## config.mk

```make
export PLATFORM = sky130hd
export DESIGN_NAME = tone_quad_meter
export DESIGN_NICKNAME = d
export VERILOG_FILES = /design/src/rtl/tone_quad_meter.sv
export SDC_FILE = /design/constraint.sdc
export NUM_CORES = 1
export LEC_CHECK = 0
export BUFFER_PORTS_ARGS = -buffer_cell sky130_fd_sc_hd__buf_2
export CAP_MARGIN = 5
export CORE_MARGIN = 4
export CORE_UTILIZATION = 24
export CTS_BUF_LIST = sky130_fd_sc_hd__clkbuf_8
export DETAILED_ROUTE_END_ITERATION = 7
export PLACE_DENSITY = 0.53
export SLEW_MARGIN = 25
export SYNTH_ARGS = -nofsm -noshare
export SYNTH_HDL_FRONTEND = slang
export SYNTH_SLANG_ARGS = --single-unit
```

## constraint.sdc

```tcl
create_clock -name clk -period 7.5 [get_ports clk]
set_clock_uncertainty 0.15 [all_clocks]
set_input_delay 0 -clock clk [delete_from_list [all_inputs] [get_ports clk]]
set_output_delay 0 -clock clk [all_outputs]
set_load 0.1 [all_outputs]
```

## src/rtl/tone_quad_meter.sv

```systemverilog
// Tone frequency meter: counts signed quarter-turn steps of an NCO sin/cos pair
// over windows of 2^WIN_LOG2 valid samples and reports the implied phase increment.
module tone_quad_meter #(
    parameter int WIN_LOG2 = 10
) (
    input  logic        clk,
    input  logic        reset_n,
    input  logic        clken,
    input  logic        meas_en,
    input  logic        in_valid,
    input  logic [15:0] fsin_i,
    input  logic [15:0] fcos_i,
    output logic [31:0] phi_est_o,
    output logic        out_valid,
    output logic        err_o
);
    localparam int ACC_W = WIN_LOG2 + 2;
    localparam int SHIFT = 30 - WIN_LOG2;

    typedef enum logic [1:0] {
        ST_IDLE  = 2'd0,
        ST_PRIME = 2'd1,
        ST_COUNT = 2'd2
    } state_t;

    // Quadrant code chosen so that forward rotation increments it modulo 4.
    function automatic logic [1:0] quadrant(input logic [15:0] s, input logic [15:0] c);
        logic sin_neg;
        logic cos_neg;
        sin_neg = ($signed(s) < 16'sd0);
        cos_neg = ($signed(c) < 16'sd0);
        return {sin_neg, sin_neg ^ cos_neg};
    endfunction

    function automatic logic signed [ACC_W-1:0] quad_step(input logic [1:0] d);
        case (d)
            2'd1:    return ACC_W'(1);
            2'd3:    return {ACC_W{1'b1}};
            default: return {ACC_W{1'b0}};
        endcase
    endfunction

    state_t                    state_q;
    logic signed [ACC_W-1:0]   acc_q;
    logic [WIN_LOG2-1:0]       cnt_q;
    logic [1:0]                qprev_q;
    logic                      werr_q;
    logic [31:0]               phi_q;
    logic                      ov_q;
    logic                      err_q;

    logic [1:0]                q_new_s;
    logic [1:0]                d_s;
    logic signed [ACC_W-1:0]   acc_d;
    logic [WIN_LOG2-1:0]       cnt_d;
    logic                      werr_d;
    logic                      last_s;
    logic signed [31:0]        acc_ext_s;
    logic [31:0]               phi_d;

    // Per-sample step decode and next accumulator/report value.
    always_comb begin
        q_new_s   = quadrant(fsin_i, fcos_i);
        d_s       = q_new_s - qprev_q;
        acc_d     = acc_q + quad_step(d_s);
        cnt_d     = cnt_q + WIN_LOG2'(1);
        werr_d    = werr_q | (d_s == 2'd2);
        last_s    = (cnt_q == {WIN_LOG2{1'b1}});
        acc_ext_s = 32'(acc_d);
        phi_d     = acc_ext_s <<< SHIFT;
    end

    // Measurement FSM with registered report outputs.
    always_ff @(posedge clk) begin
        if (!reset_n) begin
            state_q <= ST_IDLE;
            acc_q   <= {ACC_W{1'b0}};
            cnt_q   <= {WIN_LOG2{1'b0}};
            qprev_q <= 2'd0;
            werr_q  <= 1'b0;
            phi_q   <= 32'd0;
            ov_q    <= 1'b0;
            err_q   <= 1'b0;
        end else if (clken) begin
            ov_q <= 1'b0;
            case (state_q)
                ST_IDLE: begin
                    if (meas_en) begin
                        state_q <= ST_PRIME;
                    end else begin
                        state_q <= ST_IDLE;
                    end
                end
                ST_PRIME: begin
                    if (!meas_en) begin
                        state_q <= ST_IDLE;
                    end else if (in_valid) begin
                        qprev_q <= q_new_s;
                        acc_q   <= {ACC_W{1'b0}};
                        cnt_q   <= {WIN_LOG2{1'b0}};
                        werr_q  <= 1'b0;
                        state_q <= ST_COUNT;
                    end else begin
                        state_q <= ST_PRIME;
                    end
                end
                ST_COUNT: begin
                    // The closing sample also seeds the next window, so no re-prime.
                    if (in_valid && last_s) begin
                        phi_q   <= phi_d;
                        err_q   <= werr_d;
                        ov_q    <= 1'b1;
                        qprev_q <= q_new_s;
                        acc_q   <= {ACC_W{1'b0}};
                        cnt_q   <= {WIN_LOG2{1'b0}};
                        werr_q  <= 1'b0;
                        state_q <= meas_en ? ST_COUNT : ST_IDLE;
                    end else if (!meas_en) begin
                        state_q <= ST_IDLE;
                    end else if (in_valid) begin
                        acc_q   <= acc_d;
                        cnt_q   <= cnt_d;
                        qprev_q <= q_new_s;
                        werr_q  <= werr_d;
                        state_q <= ST_COUNT;
                    end else begin
                        state_q <= ST_COUNT;
                    end
                end
                default: begin
                    state_q <= ST_IDLE;
                end
            endcase
        end else begin
            state_q <= state_q;
        end
    end

    assign phi_est_o = phi_q;
    assign out_valid = ov_q;
    assign err_o     = err_q;

endmodule

```

## Yosys cells after proc, flatten, opt, wreduce, memory -nomap -nowiden

Index checks and enable logic that the tools add are counted.

| cells by class | value |
|---|---|
| $mul | 0 |
| equality and inequality tests | 10 |
| div/mod/pow operators | 0 |
| reductions and logical operators | 6 |
| add/sub/neg operators | 3 |
| mux-type cells | 30 |
| bitwise operators | 2 |
| magnitude comparators | 2 |
| shift-type cells | 0 |

Operators by type and width:

| cell | count |
|---|---|
| 2-to-1 mux 12 bit | 5 |
| 2-to-1 mux 10 bit | 5 |
| one-hot mux 12 bit (2 select lines) | 2 |
| less-than comparator 16 x 1 -> 1 bit, second input constant | 2 |
| one-hot mux 10 bit (2 select lines) | 1 |
| adder 12 bit | 1 |
| 2-to-1 mux 2 bit | 6 |
| adder 10 x 1 -> 10 bit, second input constant | 1 |
| == test 10 bit, second input constant | 1 |
| 2-to-1 mux 1 bit | 8 |
| == test 2 bit, second input constant | 3 |
| != test 3 bit, second input constant | 2 |
| one-hot mux 2 bit (3 select lines) | 1 |
| AND reduction 6 bit | 1 |
| == test 2 x 1 -> 1 bit, second input constant | 2 |
| != test 2 bit, second input constant | 2 |
| one-hot mux 2 bit (2 select lines) | 1 |
| AND reduction 3 bit | 1 |
| logical NOT 2 bit | 1 |
| one-hot mux 1 bit (2 select lines) | 1 |
| AND reduction 2 bit | 1 |
| nonzero test 2 bit | 1 |
| subtractor 2 bit | 1 |
| logical AND 1 bit | 1 |
| other kinds (2) | 2 |

| word-level totals | value |
|---|---|
| output and inout bits | 34 |
| memories | 0 |
| ROM bits | 0 |
| memory bits (writable) | 0 |
| register bits | 41 |
| logic and storage cells | 61 |
| bits of input ports | 37 |
| latch bits | 0 |

## Logic depth before layout (Yosys ltp)

| logic depth | value |
|---|---|
| depth after elaboration | 10 |
| depth in mapped cells | 12 |
| depth with buffers taken out | 10 |

## Worst setup path after synthesis

No wires, ideal clock.

| path | value |
|---|---|
| path type | register to register |
| start | reg qprev_q[0] |
| end | reg acc_q[6] |
| clock period less this slack | 2907 ps |
| stages on the path, launching flop included | 12 |
| setup slack | 4593 ps |
| data required time | 7228 ps |
| arrival | 2635 ps |
| path through | dfxtp_1 -> xor2_1 -> mux2_2 -> buf_2 -> xnor2_1 -> ha_1 -> nor4_1 -> nand2_1 -> nor2_1 -> a21oi_1 -> and4_1 -> a311o_1 |

| between the ends | value |
|---|---|
| cells in the longest elaborated chain, start to end | 8 |
| elaborated cells between the ends (all ways) | 9 |

Ends and longest elaborated chain:

| what | line | RTL |
|---|---|---|
| start: declaration | 46 | `logic [1:0] qprev_q;` |
| start signal: assignment | 98 | `qprev_q <= q_new_s;` |
| start signal: assignment | 113 | `qprev_q <= q_new_s;` |
| start signal: assignment | 123 | `qprev_q <= q_new_s;` |
| subtractor 2 bit (*) | 64 | `d_s = q_new_s - qprev_q;` |
| == test 2 bit or == test 2 x 1 -> 1 bit (tied branches) | 36 | `case (d)` |
| one-hot mux 12 bit (2 select lines) (*) | 36 |  |
| adder 12 bit (*) | 65 | `acc_d = acc_q + quad_step(d_s);` |
| 2-to-1 mux 12 bit (*) | 120 | `end else if (in_valid) begin` |
| 2-to-1 mux 12 bit (*) | 118 | `end else if (!meas_en) begin` |
| 2-to-1 mux 12 bit (*) | 109 | `if (in_valid && last_s) begin` |
| one-hot mux 12 bit (2 select lines) (*) | 86 | `case (state_q)` |
| end signal: assignment | 77 | `acc_q <= {ACC_W{1'b0}};` |
| end signal: assignment | 99 | `acc_q <= {ACC_W{1'b0}};` |
| end signal: assignment | 114 | `acc_q <= {ACC_W{1'b0}};` |
| end: declaration | 44 | `logic signed [ACC_W-1:0] acc_q;` |

Every way passes the cells marked *; elsewhere a longest branch is shown, timed or not. The select of a mux whose other input is x is not followed.
A chain may end at the register's enable or synchronous reset.

## Final worst setup path

| path | value |
|---|---|
| start | reg qprev_q[0] |
| end | reg phi_q[28], in the netlist phi_est_o[28] |

| between the ends | value |
|---|---|
| cells in the longest elaborated chain, start to end | 4 |
| elaborated cells between the ends (all ways) | 5 |

Ends and longest elaborated chain:

| what | line | RTL |
|---|---|---|
| subtractor 2 bit (*) | 64 |  |
| == test 2 bit or == test 2 x 1 -> 1 bit (tied branches) | 36 |  |
| one-hot mux 12 bit (2 select lines) (*) | 36 |  |
| adder 12 bit (*) | 65 |  |
| end signal: assignment | 110 | `phi_q <= phi_d;` |
| end: declaration | 48 | `logic [31:0] phi_q;` |

Every way passes the cells marked *; elsewhere a longest branch is shown, timed or not.

==> metrics.cfg <==
[route]
via_count = 2379
drt_iter0_drc = 134
drt-pass1-iter-count = 4
wirelength_um = 6510
post-route-drc-count = 0
post_drt_wl_per_cell_um = 13.6
ant_nets = 0
via_per_inst = 4.97

[synth]
yosys.area.top_type_share_pct = 31.5
synthFlopType = dfxtp_1
post-synth-top-count-cell = dfxtp_1
synth-simple-area-share_pct = 29.1
seq_area_frac_synth_pct = 31.5
synth_common_cells = dfxtp_1 (41), nand2_1 (35), nor2_1 (26)
synthAdderAreaFrac_pct = 3.84
synth_edf_count = 0
synth_mux_area_share_pct = 2.74
synth_top_family_by_area = simple AND/OR/NAND/NOR gates
syn_inst = 335
synth-seq-cells = 41
synth_async_sr_flop_share_pct = 0
yosys_warnings = 0
synth.avg_cell_area_um2 = 7.77
synthesis.area_mm2 = 0.00260
synth_cell_types = 55
synth.largest_area_cell = dfxtp_1
synth_compound_area_share_pct = 16.7
synthXorXnorAreaFrac_pct = 5.38
synthTopCellsByArea = dfxtp_1 (32%), buf_4 (5.8%), nand2_1 (5.0%)

[timing]
fin_tns_setup_ns = 0
finalHoldViolations = 0
rsz0062_at_grt = no
drv_slew = 0
maxSlewHeadroom_pct = 43.4
timing.hold.ws_ns = 0.0119
setup_ws_ns = 4.20
setup_viol = 0
fin_crit_ns = 3.30
fin_crit_sh_pct = 44.1
tightestPinTransition_ns = 0.846
max_freq_mhz = 303

[setup_path]
critPathRequiredTime_ns = 7.51
path_max_fanout = 16
cp-start-kind = flop
cp.arrival_ns = 3.32
critPathKind = reg -> reg
end_kind = flop

[floorplanning]
die_x_um = 112
die_h_um = 112
io_pins = 71
core_area_mm2 = 0.0105
die-area_mm2 = 0.0126
rows = 37
initial_utilization_pct = 24.9

[place]
place_ws_ns = 4.17
place_area_mm2 = 0.00271
dp_hpwl_um = 4610
globalplace.congestion = 0.812
io_buffers = 20

[global_route]
grt_pass1_wl_um = 10700
grt_usage_pct = 10.2
grt_max_degree = 26
antenna_found_initial = 0
grt_overflow_total = 0
grt_pass1_vias = 2223

[clocking]
cts.hold.buffers_added = 3
clock-sinks = 41
cts.clk_slew.worst_paths_ns = 0.08
cts_setup_buffers = 0
htree_levels = 2
cts_tree = done
clkLatencyLatePin_ns = 0.29
cts_root_buffer = clkbuf_8
cts_made_buffers = 5
ctsResizeCount = 0
clk_path_buf_depth = 2

[job]
maxCapViolCount = 0

[pwr]
p_leak_uw = 0.00106
total_power_uw = 445
ir_drop_mv = 0.0656
p_per_area_mw_per_mm2 = 158

[final_layout]
antenna_cells = 0
layout-drive-gt1-share_pct = 10.5
fin_area_mm2 = 0.00282
area_delta_synth_final_pct = 8.36
nets = 388

[status]
status = finished, final reports clean

[worst_hold_path]
hp-class = in -> reg

-- layout by cell type, fill, tap and decap left out, drive strengths merged, types with 2 or more instances in the layout --
| cell type | synthesis | routed |
|---|---|---|
| dfxtp | 41 | 41 |
| nand2 | 35 | 35 |
| nor2 | 26 | 26 |
| a21oi | 26 | 26 |
| nand3 | 21 | 21 |
| conb | 1 | 20 |
| buf | 25 | 20 |
| nor3 | 13 | 13 |
| xnor2 | 11 | 11 |
| o21ai | 10 | 10 |
| nor4 | 10 | 10 |
| inv | 8 | 9 |
| ha | 8 | 8 |
| and2 | 7 | 7 |
| and3 | 7 | 7 |
| mux2i | 6 | 6 |
| clkbuf | 16 | 6 |
| or3 | 6 | 6 |
| xor2 | 5 | 5 |
| nand4 | 5 | 5 |
| nand2b | 5 | 5 |
| nand3b | 4 | 4 |
| a31oi | 4 | 4 |
| o311ai | 4 | 4 |
| a211oi | 4 | 4 |
| o211ai | 3 | 3 |
| a22oi | 3 | 3 |
| dlygate4sd3 | 0 | 3 |
| or4 | 2 | 2 |
| o22ai | 2 | 2 |
| or2 | 2 | 2 |
-- metal layers --
layer	GRT usage, %	part of all wire, %	up-vias
met4	2.96	1.2	0
met5	0	0	-
met2	16.9	45	84
met1	13.5	46	1112
li1	-	-	1177
met3	1.99	7.0	6
-- state kept, by name, summed over array words and instances (netlist names) --
name	count
acc_q	12
cnt_q	10
err_o	1
out_valid	1
phi_est_o	12
qprev_q	2
state_q	2
werr_q	1
-- path summary, 6_finish.rpt --
| kind | from | to | slack (ns) | cells past startpoint |
|---|---|---|---|---|
| worst max register to register | qprev_q[0]$_SDFFE_PN0P_ | phi_est_o[28]$_SDFFE_PN0P_ | 4.20 | 8 |
| worst max-delay path | qprev_q[0]$_SDFFE_PN0P_ | phi_est_o[28]$_SDFFE_PN0P_ | 4.20 | 8 |
| worst min-delay path | reset_n | cnt_q[4]$_SDFFE_PN0P_ | 0.01 | 2 |
| worst min register to register | phi_est_o[24]$_SDFFE_PN0P_ | phi_est_o[24]$_SDFFE_PN0P_ | 0.30 | 2 |
-- critical path, stage by stage (launching register included) --
cell and delay, ns:
dfxtp_1 0.41, xor2_1 0.24, mux2_2 0.51, xnor2_1 0.17, ha_1 0.27, nor4_1 0.54, nand2b_1 0.15, o32a_1 0.36
o311ai_0 0.37
-- layout make-up --
type | instances | area [um2]
fill | 1174 | 7640
multi-input combinational | 263 | 1580
sequential | 41 | 821
tap | 136 | 170
timing repair buffer | 23 | 130
clock buffer | 6 | 82.6
inverter | 9 | 33.8
clock inverter | 1 | 3.75
-- logic make-up after synthesis --
| family | count (synthesis) |
|---|---|
| other cells | 1 |
| compound gates | 66 |
| buf+inv | 50 |
| fa+ha+maj | 8 |
| flops | 41 |
| xor+xnor | 16 |
| simple gates | 146 |
| mux | 7 |
-- power breakdown --
group          total (uW)  switching (uW)  internal, uW
clock network         149            76.9          71.9
registers             219           0.553           218
logic                77.5            65.2          12.4
-- stage by stage --
| stage | instances | utilization [%] |
|---|---|---|
| floorplan | 354 | - |
| global placement | 469 | 25.9 |
| detailed placement | 469 | 25.9 |
| CTS | 479 | 27.0 |
| global route | 479 | 27.0 |
| finish | 479 | 27.0 |
Power figures use the tool's default switching activity.
